**src/rtl/sfm_slot_regfile.sv**
```systemverilog
// Per-row softmax state slots (running max, running denominator, valid bit).
// Updates/frees land before same-cycle requests; one registered response stage.
module sfm_slot_regfile #(
  parameter int                  N_SLOTS   = 8,
  parameter int                  ADDR_W    = 8,
  parameter int                  WIDTH_IN  = 16,
  parameter int                  WIDTH_ACC = 32,
  parameter logic [WIDTH_IN-1:0] MAX_INIT  = 16'hFF80
) (
  input  logic                         clk_i,
  input  logic                         rst_i,
  input  logic                         clear_i,
  input  logic                         req_valid_i,
  output logic                         req_ready_o,
  input  logic                         req_op_i,
  input  logic [ADDR_W-1:0]            req_addr_i,
  output logic                         rsp_valid_o,
  input  logic                         rsp_ready_i,
  output logic [ADDR_W-1:0]            rsp_addr_o,
  output logic [WIDTH_IN-1:0]          rsp_max_o,
  output logic [WIDTH_ACC-1:0]         rsp_den_o,
  output logic                         rsp_err_o,
  input  logic                         update_valid_i,
  input  logic                         update_op_i,
  input  logic [ADDR_W-1:0]            update_addr_i,
  input  logic [WIDTH_IN-1:0]          update_max_i,
  input  logic [WIDTH_ACC-1:0]         update_den_i,
  output logic                         update_err_o,
  output logic [$clog2(N_SLOTS+1)-1:0] free_cnt_o
);

  localparam int   CNT_W     = $clog2(N_SLOTS+1);
  localparam logic OP_ALLOC  = 1'b0;
  localparam logic OP_UPDATE = 1'b0;
  localparam logic OP_FREE   = 1'b1;

  logic [N_SLOTS-1:0]   r_valid;
  logic [WIDTH_IN-1:0]  r_max [N_SLOTS];
  logic [WIDTH_ACC-1:0] r_den [N_SLOTS];

  logic                 r_rsp_valid;
  logic [ADDR_W-1:0]    r_rsp_addr;
  logic [WIDTH_IN-1:0]  r_rsp_max;
  logic [WIDTH_ACC-1:0] r_rsp_den;
  logic                 r_rsp_err;
  logic                 r_upd_err;
  logic [CNT_W-1:0]     r_free_cnt;

  logic                 w_upd_slot_valid;
  logic                 w_upd_hit;
  logic                 w_upd_write;
  logic                 w_upd_free;
  logic [N_SLOTS-1:0]   w_valid_mid;
  logic [N_SLOTS-1:0]   w_valid_next;
  logic                 w_alloc_found;
  logic [ADDR_W-1:0]    w_alloc_idx;
  logic                 w_alloc_set;
  logic                 w_load_ok;
  logic [WIDTH_IN-1:0]  w_load_max;
  logic [WIDTH_ACC-1:0] w_load_den;
  logic                 w_req_fire;
  logic [ADDR_W-1:0]    w_rsp_addr;
  logic [WIDTH_IN-1:0]  w_rsp_max;
  logic [WIDTH_ACC-1:0] w_rsp_den;
  logic                 w_rsp_err;
  logic [CNT_W-1:0]     w_free_next;

  assign req_ready_o = !clear_i && (!r_rsp_valid || rsp_ready_i);
  assign w_req_fire  = req_valid_i && req_ready_o;

  always_comb begin
    w_upd_slot_valid = 1'b0;
    for (int i = 0; i < N_SLOTS; i++) begin
      if (update_addr_i == ADDR_W'(i)) w_upd_slot_valid = r_valid[i];
    end
    // Out-of-range addresses never match a slot, so they count as invalid.
    w_upd_hit   = update_valid_i && !clear_i && w_upd_slot_valid;
    w_upd_write = w_upd_hit && (update_op_i == OP_UPDATE);
    w_upd_free  = w_upd_hit && (update_op_i == OP_FREE);

    w_valid_mid = r_valid;
    for (int i = 0; i < N_SLOTS; i++) begin
      if (w_upd_free && (update_addr_i == ADDR_W'(i))) w_valid_mid[i] = 1'b0;
    end

    w_alloc_found = 1'b0;
    w_alloc_idx   = '0;
    for (int i = N_SLOTS-1; i >= 0; i--) begin
      if (!w_valid_mid[i]) begin
        w_alloc_found = 1'b1;
        w_alloc_idx   = ADDR_W'(i);
      end
    end
    w_alloc_set = w_req_fire && (req_op_i == OP_ALLOC) && w_alloc_found;

    w_load_ok  = 1'b0;
    w_load_max = '0;
    w_load_den = '0;
    for (int i = 0; i < N_SLOTS; i++) begin
      if (req_addr_i == ADDR_W'(i)) begin
        w_load_ok  = w_valid_mid[i];
        w_load_max = r_max[i];
        w_load_den = r_den[i];
      end
    end
    if (w_upd_write && (update_addr_i == req_addr_i)) begin
      w_load_max = update_max_i;
      w_load_den = update_den_i;
    end

    if (req_op_i == OP_ALLOC) begin
      w_rsp_addr = w_alloc_found ? w_alloc_idx : '0;
      w_rsp_max  = w_alloc_found ? MAX_INIT : '0;
      w_rsp_den  = '0;
      w_rsp_err  = !w_alloc_found;
    end else begin
      w_rsp_addr = req_addr_i;
      w_rsp_max  = w_load_ok ? w_load_max : '0;
      w_rsp_den  = w_load_ok ? w_load_den : '0;
      w_rsp_err  = !w_load_ok;
    end

    w_valid_next = w_valid_mid;
    for (int i = 0; i < N_SLOTS; i++) begin
      if (w_alloc_set && (w_alloc_idx == ADDR_W'(i))) w_valid_next[i] = 1'b1;
    end
    if (clear_i) w_valid_next = '0;

    w_free_next = '0;
    for (int i = 0; i < N_SLOTS; i++) begin
      if (!w_valid_next[i]) w_free_next = w_free_next + CNT_W'(1);
    end
  end

  always_ff @(posedge clk_i) begin
    if (rst_i) begin
      r_valid <= '0;
      for (int i = 0; i < N_SLOTS; i++) begin
        r_max[i] <= '0;
        r_den[i] <= '0;
      end
    end else begin
      r_valid <= w_valid_next;
      for (int i = 0; i < N_SLOTS; i++) begin
        if (w_upd_write && (update_addr_i == ADDR_W'(i))) begin
          r_max[i] <= update_max_i;
          r_den[i] <= update_den_i;
        end
        if (w_alloc_set && (w_alloc_idx == ADDR_W'(i))) begin
          r_max[i] <= MAX_INIT;
          r_den[i] <= '0;
        end
      end
    end
  end

  // Response fields only change on acceptance, so a stalled response stays put.
  always_ff @(posedge clk_i) begin
    if (rst_i) begin
      r_rsp_valid <= 1'b0;
      r_rsp_addr  <= '0;
      r_rsp_max   <= '0;
      r_rsp_den   <= '0;
      r_rsp_err   <= 1'b0;
    end else if (clear_i) begin
      r_rsp_valid <= 1'b0;
    end else if (w_req_fire) begin
      r_rsp_valid <= 1'b1;
      r_rsp_addr  <= w_rsp_addr;
      r_rsp_max   <= w_rsp_max;
      r_rsp_den   <= w_rsp_den;
      r_rsp_err   <= w_rsp_err;
    end else if (rsp_ready_i) begin
      r_rsp_valid <= 1'b0;
    end
  end

  always_ff @(posedge clk_i) begin
    if (rst_i || clear_i) begin
      r_upd_err <= 1'b0;
    end else if (update_valid_i && !w_upd_hit) begin
      r_upd_err <= 1'b1;
    end
  end

  always_ff @(posedge clk_i) begin
    if (rst_i) begin
      r_free_cnt <= CNT_W'(N_SLOTS);
    end else begin
      r_free_cnt <= w_free_next;
    end
  end

  assign rsp_valid_o  = r_rsp_valid;
  assign rsp_addr_o   = r_rsp_addr;
  assign rsp_max_o    = r_rsp_max;
  assign rsp_den_o    = r_rsp_den;
  assign rsp_err_o    = r_rsp_err;
  assign update_err_o = r_upd_err;
  assign free_cnt_o   = r_free_cnt;

endmodule

```
**config.mk**
```make
export PLATFORM = sky130hd
export DESIGN_NAME = sfm_slot_regfile
export DESIGN_NICKNAME = d
export VERILOG_FILES = /design/src/rtl/sfm_slot_regfile.sv
export SDC_FILE = /design/constraint.sdc
export NUM_CORES = 1
export LEC_CHECK = 0
export ABC_AREA = 1
export CAP_MARGIN = 0
export CORE_MARGIN = 8
export CORE_UTILIZATION = 30
export DETAILED_ROUTE_END_ITERATION = 10
export PLACE_DENSITY = 0.52
export SETUP_SLACK_MARGIN = 0.4
export SYNTH_ARGS = -nofsm -noshare
export SYNTH_HDL_FRONTEND = slang
export SYNTH_SLANG_ARGS = --single-unit
```
**constraint.sdc**
```tcl
create_clock -name clk_i -period 6.7 [get_ports clk_i]
set_clock_uncertainty 0.1 [all_clocks]
set_input_delay 0.67 -clock clk_i [delete_from_list [all_inputs] [get_ports clk_i]]
set_output_delay 0.67 -clock clk_i [all_outputs]
set_load 0.01 [all_outputs]
```
Yosys cells after proc, flatten, opt, wreduce, memory -nomap -nowiden:

Memories as Yosys holds them, arrays and structs flattened.
Cells that the tools add are included.

* register bits: 71
* bits in writable memories: 384
* input port bits: 72
* word-level logic and storage cells: 288
* memories: 2

Memories
* r_den: words 8, width 32, read ports 8, clocked after Yosys merged registers in 0, wr ports 8, RTL line 39 `logic [WIDTH_ACC-1:0] r_den [N_SLOTS];`
* r_max: words 8, width 16, read ports 8, clocked after Yosys merged registers in 0, wr ports 8, RTL line 38 `logic [WIDTH_IN-1:0] r_max [N_SLOTS];`

* add/subtract/negate cells: 7
* equality and inequality tests: 22
* muxes and demuxes: 167
* bitwise logic cells: 35
* reductions and logical operators: 47

Operator list (number)
* $mux 32: 27
* $mux 16: 28
* $eq 8x3->1 const B: 12
* $mux 1: 94
* $mux 8: 10
* $eq 8x2->1 const B: 6
* $logic_and 1x1->1: 34
* $or 1x1->1: 32
* $add 4x1->4 const B: 7
* $mux 4: 7
* $eq 8x1->1 const B: 3
* $logic_not 8->1: 3
* $eq 8x8->1: 1
* $logic_not 1->1: 5
* $mux 3: 1
* $not 1->1: 3
* $logic_or 1x1->1: 2
* $reduce_and 2->1: 1
* $reduce_bool 2->1: 1
* $reduce_or 2->1: 1

Longest topological paths before layout:

Gate-level depths: netlist (run 1).

* depth after elaboration: 40
* gate-level depth with buffers: 46
* depth with buffers taken out: 45

Worst setup path before layout (run 1):

Ideal clock, no wire load.

* kind: input-to-reg
* start point: input port update_addr_i[0]
* end point: register r_free_cnt[1] (netlist: free_cnt_o[1])
* library setup time: 116 ps
* arrival: 4890 ps
* setup slack: 1594 ps
* stages: 42
* path buffers: 1
* cell sequence: buf_6 nor2_1 nand2_1 nor2_2 nand2_1 nand2_1 nand2_1 nand2_1 nand2_2 nand4_4 nand4_1 nand2_1 inv_2 nand2_1 nand2_1 nand2_1 nand2_2 nand2_4 [6 not listed] inv_1 nand3_1 nand2_1 inv_1 ha_1 nor2_1 a21oi_1 ha_1 nand2_1 nand2_1 nand2_1 a31oi_1 ha_1 nand2_1 nand2_1 ha_1 o211ai_1 inv_1

* cells in the longest elaborated chain, start to end: 40

Ends and longest elaborated chain
* start: declaration: RTL line 25 `input logic [ADDR_W-1:0] update_addr_i,`
* $logic_not 8->1: RTL line 74, 83
* $mux 1 (8 in series): RTL line 74 `if (update_addr_i == ADDR_W'(i)) w_upd_slot_valid = r_valid[i];`
* $logic_and 1x1->1: RTL line 77 `w_upd_hit = update_valid_i && !clear_i && w_upd_slot_valid;`
* $logic_and 1x1->1: RTL line 79 `w_upd_free = w_upd_hit && (update_op_i == OP_FREE);`
* $logic_and 1x1->1: RTL line 83 `if (w_upd_free && (update_addr_i == ADDR_W'(i))) w_valid_mid[i] = 1'b0;`
* $mux 1: RTL line 83
* $mux 3 / $mux 1 (equally long branches): RTL line 89 `if (!w_valid_mid[i]) begin`
* $mux 8 / $mux 1 (equally long branches) (7 in series): RTL line 89
* [11 not listed]
* $add 4x1->4: RTL line 131 `if (!w_valid_next[i]) w_free_next = w_free_next + CNT_W'(1);`
* $mux 4: RTL line 131
* $add 4x1->4: RTL line 131
* $mux 4: RTL line 131
* $add 4x1->4: RTL line 131
* $mux 4: RTL line 131
* $add 4x1->4: RTL line 131
* $mux 4 *: RTL line 131
* end signal: assignment: RTL line 188 `r_free_cnt <= CNT_W'(N_SLOTS);`
* end signal: assignment: RTL line 190 `r_free_cnt <= w_free_next;`
* end: declaration: RTL line 47 `logic [CNT_W-1:0] r_free_cnt;`

Every way passes the cells marked *; elsewhere a longest branch is shown, timed or not.
A chain may end at the register's enable or synchronous reset.

Final worst setup path (run 1):

* start point: input port update_addr_i[3]
* end point: register r_free_cnt[1] (netlist: free_cnt_o[1])

The elaborated chain is that of the path after synthesis.

==> results of run 1 <==
## layout make-up
class,count,share of cell area
sequential,455,0.533
clock buffer,64,0.0554
inverter,123,0.0192
tap,873,0.0450
clock inverter,28,0.0135
timing repair buffer,177,0.0691
multi-input combinational,1276,0.264
## how the worst max path moves through the flow
stage | depth (start not counted) | slack [ns] | endpoint | from
after CTS | 37 | 0.86 | free_cnt_o[1]$_SDFF_PP0_ | update_addr_i[1]
after floorplan | 42 | 1.59 | free_cnt_o[1]$_SDFF_PP0_ | update_addr_i[0]
after global placement | 37 | 0.47 | free_cnt_o[1]$_SDFF_PP0_ | update_addr_i[1]
after detailed placement | 37 | 0.24 | free_cnt_o[1]$_SDFF_PP0_ | update_addr_i[1]
final | 42 | 1.01 | free_cnt_o[1]$_SDFF_PP0_ | update_addr_i[3]
after global routing | 38 | 0.48 | free_cnt_o[1]$_SDFF_PP0_ | update_addr_i[2]
## sequential cells by signal, summed over array words and instances (netlist names)
register,flops
rsp_valid_o,1
rsp_err_o,1
r_den,256
rsp_max_o,16
rsp_den_o,32
update_err_o,1
r_max,128
r_valid,8
rsp_addr_o,8
free_cnt_o,4
## metrics by stage
step / instance area [um^2] / utilization / worst slack (ns)
detailed placement: 22600 / 0.338 / 0.239
floorplan: 20200 / - / 1.59
finish: 24300 / 0.363 / 1.01
global placement: 22600 / 0.338 / 0.472
global route: 24300 / 0.363 / 0.479
CTS: 24300 / 0.363 / 0.861
## worst max-delay path: cells and delay by family
family	cells	cell delay (ns)
AND/OR/NAND/NOR	29	2.73
AO/OA/AOI/OAI	3	0.42
adder cells (fa/ha/maj)	5	1.46
buffers and inverters	5	0.78
## repair_timing
| action | CTS | global route |
|---|---|---|
| setup buffers | 0 | 0 |
| hold buffers | 0 | 0 |
| endpoints found under the setup margin | 0 | 2 |
| resized for setup | 0 | 2 |
## logic make-up after synthesis
kind of cell | Yosys count | synth area share
xor+xnor | 4 | 0.00174
fa+ha+maj | 7 | 0.00434
flops | 455 | 0.642
simple gates | 874 | 0.188
compound gates | 391 | 0.118
buf+inv | 239 | 0.0457
## layout by cell type (no fill, tap or decap), types with 3 or more instances in the layout
cell type,count
inv_1,95
clkbuf_1,11
a221oi_1,42
nand2_2,24
buf_4,41
o221ai_1,5
nand2_1,303
dfxtp_1,71
nor2_1,361
bufinv_16,6
xor2_1,4
a21oi_1,134
nor2_4,11
a211oi_1,6
o211ai_1,34
nand3_1,79
clkbuf_16,51
nor3_2,3
nand2_4,8
nor3_1,7
nor2_2,7
o21ai_0,116
nand3_2,19
inv_2,12
nand4_1,40
clkdlybuf4s50_1,132
a22oi_1,40
a31oi_1,3
ha_1,7
clkinv_1,21
edfxtp_1,384
clkinv_2,9
## layer usage
metal	share of wire	track usage	up-vias
li1	-	-	7153
met1	0.42	0.211	7641
met2	0.49	0.289	462
met3	0.057	0.0226	115
met4	0.032	0.0585	0
met5	0	0	-
## power groups by stage
stage	logic (mW)	registers, mW	clock network [mW]
finish	0.365	3.25	2.83
global route	0.399	3.26	2.97
CTS	0.372	3.25	2.87
detailed placement	0.370	3.31	0
global placement	0.366	3.30	0
floorplan	0.167	3.31	0
==> impl_metrics.csv, run 1 <==
group,metric,value,unit
outcome,status,"finished clean",
grt,grt_first_pass_wirelength,96.4,mm
placement,gp_congestion,0.824,
yosys,synthCells,1970,
power_and_ir_drop,p_clk_frac,0.439,
layout,seq_area,13000,um^2
yosys,synthesis.nets,2049,
sta,finalSetupViolations,0,
layout,nets,2161,
worst_hold_path,hold_end,"rsp_addr_o[4]$_SDFFE_PP0P_",
yosys,synth.most_common_cell,"edfxtp_1",
yosys,synth_top_cells_by_count,"384 x edfxtp_1, 368 x nor2_1, 304 x nand2_1",
grt,track_usage,0.166,
clocking,cts.clk_slew.worst_paths,0.06,ns
clocking,cts_buffers,49,
grt,grt_max_degree,78,
placement,post-dp-hpwl,37.3,mm
clocking,tritoncts,"built",
clocking,cts_root_buf,"clkbuf_16",
critical_path,worst_setup_path_start_kind,"input port",
clocking,clock_path_buffers,3,
die,io_pins,136,
sta,grt_setup_unrepaired,"false",
sta,slew_headroom,0.326,
yosys,synth-edff-count,384,
grt,grt_pass1_vias,15400,
routing,remaining_drc_errors,0,
flow_run,cap_violations,0,
critical_path,arrival,6.07,ns
power_and_ir_drop,switching_share,0.225,
sta,worstMarginPinSlew,1.01,ns
clocking,cts_max_level,2,
grt,antenna_found_initial,0,
yosys,synthTopCellsByArea,"edfxtp_1 57%, dfxtp_1 7.0%, nor2_1 6.8%, nand2_1 5.7%, a21oi_1 3.3%",
worst_hold_path,min_path_cells,2,
yosys,synth_top_area_share,0.572,
critical_path,slowest_delay,0.53,ns
power_and_ir_drop,p_per_area,265,nW/um^2
layout,multiInputGateArea,6420,um^2
yosys,yosysSeqAreaShare,0.642,
sta,period_minus_slack,5.69,ns
power_and_ir_drop,pwr-share-seq,0.504,
yosys,avgSynthCellArea,10.2,um^2
critical_path,r2r_start,"r_valid[1]$_SDFF_PP0_",
critical_path,slowest_stage,"clkdlybuf4s50_1",
power_and_ir_drop,power.switching,1.45,mW
routing,viasPerCell,5.13,
sta,max_freq,0.176,GHz
critical_path,crit_required,7.08,ns
yosys,synth_cell_types,46,
die,dieArea,75800,um^2
critical_path,endpoint_kind,"flip-flop",
sta,fin_tns_setup,0,ns
die,coreArea,66900,um^2
yosys,synth_top_area_cell,"edfxtp_1",
power_and_ir_drop,p_leak,9.12,nW
die,die_h,275,um
critical_path,r2r_cells,38,
critical_path,cp_common_cell,"nand2_1",
yosys,synth_seq_cells,455,
yosys,ys_async_sr_fraction,0,
critical_path,critical_path_class,"input port to flip-flop",
placement,port_buffers,135,
power_and_ir_drop,comb_power_share,0.057,
routing,wl_per_cell,21.5,um
sta,holdWs,0.367,ns
yosys,synth-main-ff-cell,"edfxtp_1",
clocking,clock_latency,0.59,ns
die,die_x,275,um
worst_hold_path,min-delay-start,"rsp_addr_o[4]$_SDFFE_PP0P_",
worst_hold_path,min_path_type,"flip-flop to flip-flop",
power_and_ir_drop,p_total,6.44,mW
clocking,cts.sinks,455,
routing,wl,64.3,mm
sta,timing_hold_violations_final,0,
placement,place_inst,2904,
power_and_ir_drop,power.internal,4.99,mW
routing,vias,15400,
routing,dr.pass1.iters,5,
sta,min_period_over_period,0.850,
critical_path,path_max_fanout,7,
layout,diodes,0,
power_and_ir_drop,ir_drop,0.000176,V
layout,final_cells,2996,
die,start_util,0.301,
critical_path,reg2reg_to,"free_cnt_o[1]$_SDFF_PP0_",
sta,final-max-slew-violation-count,0,
layout,num-fill-cells,6595,
routing,ant_nets,0,
layout,syn2layout_area_growth,20.4,%
yosys,netlist_area,20200,um^2
routing,drt_iter0_drc,1126,
die,rows,95,
critical_path,rrSetupSlack,1.64,ns
grt,globalRouteOverflowTotal,0,
layout,drive_gt1_frac,0.0994,
yosys,yosysWarnings,0,
No activity file was read; power rests on OpenSTA's default activity.
==> run 2, diff against run 1 <==
--- a/config.mk
+++ b/config.mk
@@ -10,7 +10,7 @@
 export CORE_MARGIN = 8
 export CORE_UTILIZATION = 30
 export DETAILED_ROUTE_END_ITERATION = 10
-export PLACE_DENSITY = 0.52
+export PLACE_DENSITY = 0.54
 export SETUP_SLACK_MARGIN = 0.4
 export SYNTH_ARGS = -nofsm -noshare
 export SYNTH_HDL_FRONTEND = slang
==> constraint.sdc (replaced) <==
create_clock -name clk_i -period 5.2 [get_ports clk_i]
set_clock_uncertainty 0.1 [all_clocks]
set_input_delay 0.52 -clock clk_i [delete_from_list [all_inputs] [get_ports clk_i]]
set_output_delay 0.52 -clock clk_i [all_outputs]
set_load 0.01 [all_outputs]
==> impl_metrics.csv, run 2 (same netlist as run 1, synthesis figures left out) <==
group,metric,value,unit
die,io_pins,136,
routing,drt_iter0_drc,1204,
sta,finalSetupViolations,0,
clocking,clock_path_buffers,3,
flow_run,cap_violations,0,
clocking,clock_latency,0.60,ns
critical_path,path_buf_inv,7,
layout,top_register,"r_den",
power_and_ir_drop,pwr-share-seq,0.504,
clocking,cts_root_buf,"clkbuf_16",
critical_path,cp_common_cell,"nand2_2",
sta,final-max-slew-violation-count,0,
clocking,cts_buffers,50,
sta,min_period_over_period,0.883,
routing,remaining_drc_errors,0,
outcome,status,"finished clean",
layout,final_cells,3084,
placement,place_area,23300,um^2
placement,place_inst,2974,
placement,post-dp-hpwl,37.3,mm
sta,slew_headroom,0.308,
clocking,tritoncts,"built",
routing,ant_nets,0,
critical_path,endpoint_kind,"flip-flop",
layout,syn2layout_area_growth,24.8,%
critical_path,crit_required,5.57,ns
sta,fin_ws,0.607,ns
die,dieArea,75800,um^2
placement,gp_congestion,0.852,
placement,port_buffers,135,
critical_path,arrival,4.96,ns
placement,dp_slack,-0.458,ns
critical_path,path_delay_family,"simple AND/OR/NAND/NOR gates",
power_and_ir_drop,p_per_area,329,nW/um^2
clocking,cts_max_level,2,
layout,mostFrequentLayoutCells,"384 x edfxtp_1, 354 x nor2_1, 288 x nand2_1",
power_and_ir_drop,power.switching,1.85,mW
critical_path,slowest_stage,"ha_4",
layout,nets,2248,
power_and_ir_drop,p_clk_frac,0.435,
clocking,cts.clk_slew.worst_paths,0.06,ns
sta,grt_setup_unrepaired,"false",
sta,timing_hold_violations_final,0,
routing,vias,15600,
die,die_h,275,um
clocking,cts.sinks,455,
layout,largest_register_ffs,256,
routing,wl,63.3,mm
grt,grt_max_degree,78,
grt,track_usage,0.164,
die,rows,95,
die,die_x,275,um
routing,wl_per_cell,20.5,um
grt,grt_pass1_vias,15900,
layout,final_common_cell,"edfxtp_1",
power_and_ir_drop,power.internal,6.45,mW
layout,drive_gt1_frac,0.153,
routing,viasPerCell,5.06,
die,start_util,0.301,
grt,grt_first_pass_wirelength,95.4,mm
grt,antenna_found_initial,1,
sta,max_freq,0.218,GHz
power_and_ir_drop,p_leak,9.58,nW
sta,fin_tns_setup,0,ns
critical_path,critical_path_class,"input port to flip-flop",
critical_path,slowest_delay,0.26,ns
layout,diodes,0,
power_and_ir_drop,comb_power_share,0.061,
critical_path,worst_setup_path_start_kind,"input port",
die,coreArea,66900,um^2
sta,worstMarginPinSlew,1.04,ns
worst_hold_path,min_path_type,"input port to flip-flop",
routing,dr.pass1.iters,6,
power_and_ir_drop,ir_drop,0.000242,V
layout,stdcell_area,25200,um^2
grt,globalRouteOverflowTotal,0,
power_and_ir_drop,p_total,8.29,mW
power_and_ir_drop,switching_share,0.223,
sta,period_minus_slack,4.59,ns
critical_path,path_max_fanout,6,
## run 2: what timing repair did
action / in CTS / in global routing
hold buffers: 0 / 0
setup buffers: 8 / 8
pin swaps: 20 / 35
gates resized for setup: 29 / 37
setup endpoints to repair: 3 / 3
hold endpoints to repair: 0 / 0
## run 2: layer usage
layer  track usage  up-vias  share of wire
met1         0.202     7711           0.41
met4        0.0580        2          0.031
li1              -     7322              -
met5             0        -        0.00021
met3        0.0267      104          0.063
met2         0.289      473           0.50
## run 2: worst min-delay path, cell delays in order
cell     delay [ns]
buf_2          0.10
inv_2          0.19
nand3_1        0.14
## run 2: per-stage QoR
stage	util	hold slack (ns)
3_3_place_gp	0.348	0.359
3_5_place_dp	0.348	0.358
2_1_floorplan	-	0.390
5_1_grt	0.376	0.353
6_report	0.376	0.308
4_1_cts	0.375	0.281
## run 2: cell type report
type                       instances  area (um^2)
inverter                         123          472
fill                            6503        41700
sequential                       455        13000
clock inverter                    28          328
timing repair buffer             263         2400
tap                              873         1090
multi-input combinational       1276         6590
clock buffer                      66         1340
## run 2: power by group through the flow
stage / combinational, mW / sequential, mW / clock, mW
after floorplan: 0.219 / 4.27 / 0
after global routing: 0.551 / 4.20 / 3.81
after detailed placement: 0.501 / 4.26 / 0
after global placement: 0.495 / 4.25 / 0
after CTS: 0.506 / 4.18 / 3.67
final: 0.505 / 4.18 / 3.61
## run 2: worst paths after layout
kind / from / endpoint / slack (ns) / depth (start not counted)
worst max register to register: r_valid[0]$_SDFF_PP0_ / free_cnt_o[1]$_SDFF_PP0_ / 0.64 / 36
worst min register to register: rsp_den_o[23]$_SDFFE_PP0P_ / rsp_den_o[23]$_SDFFE_PP0P_ / 0.36 / 2
worst min-delay path: rst_i / free_cnt_o[3]$_SDFF_PP1_ / 0.31 / 3
worst max-delay path: update_addr_i[5] / free_cnt_o[1]$_SDFF_PP0_ / 0.61 / 38
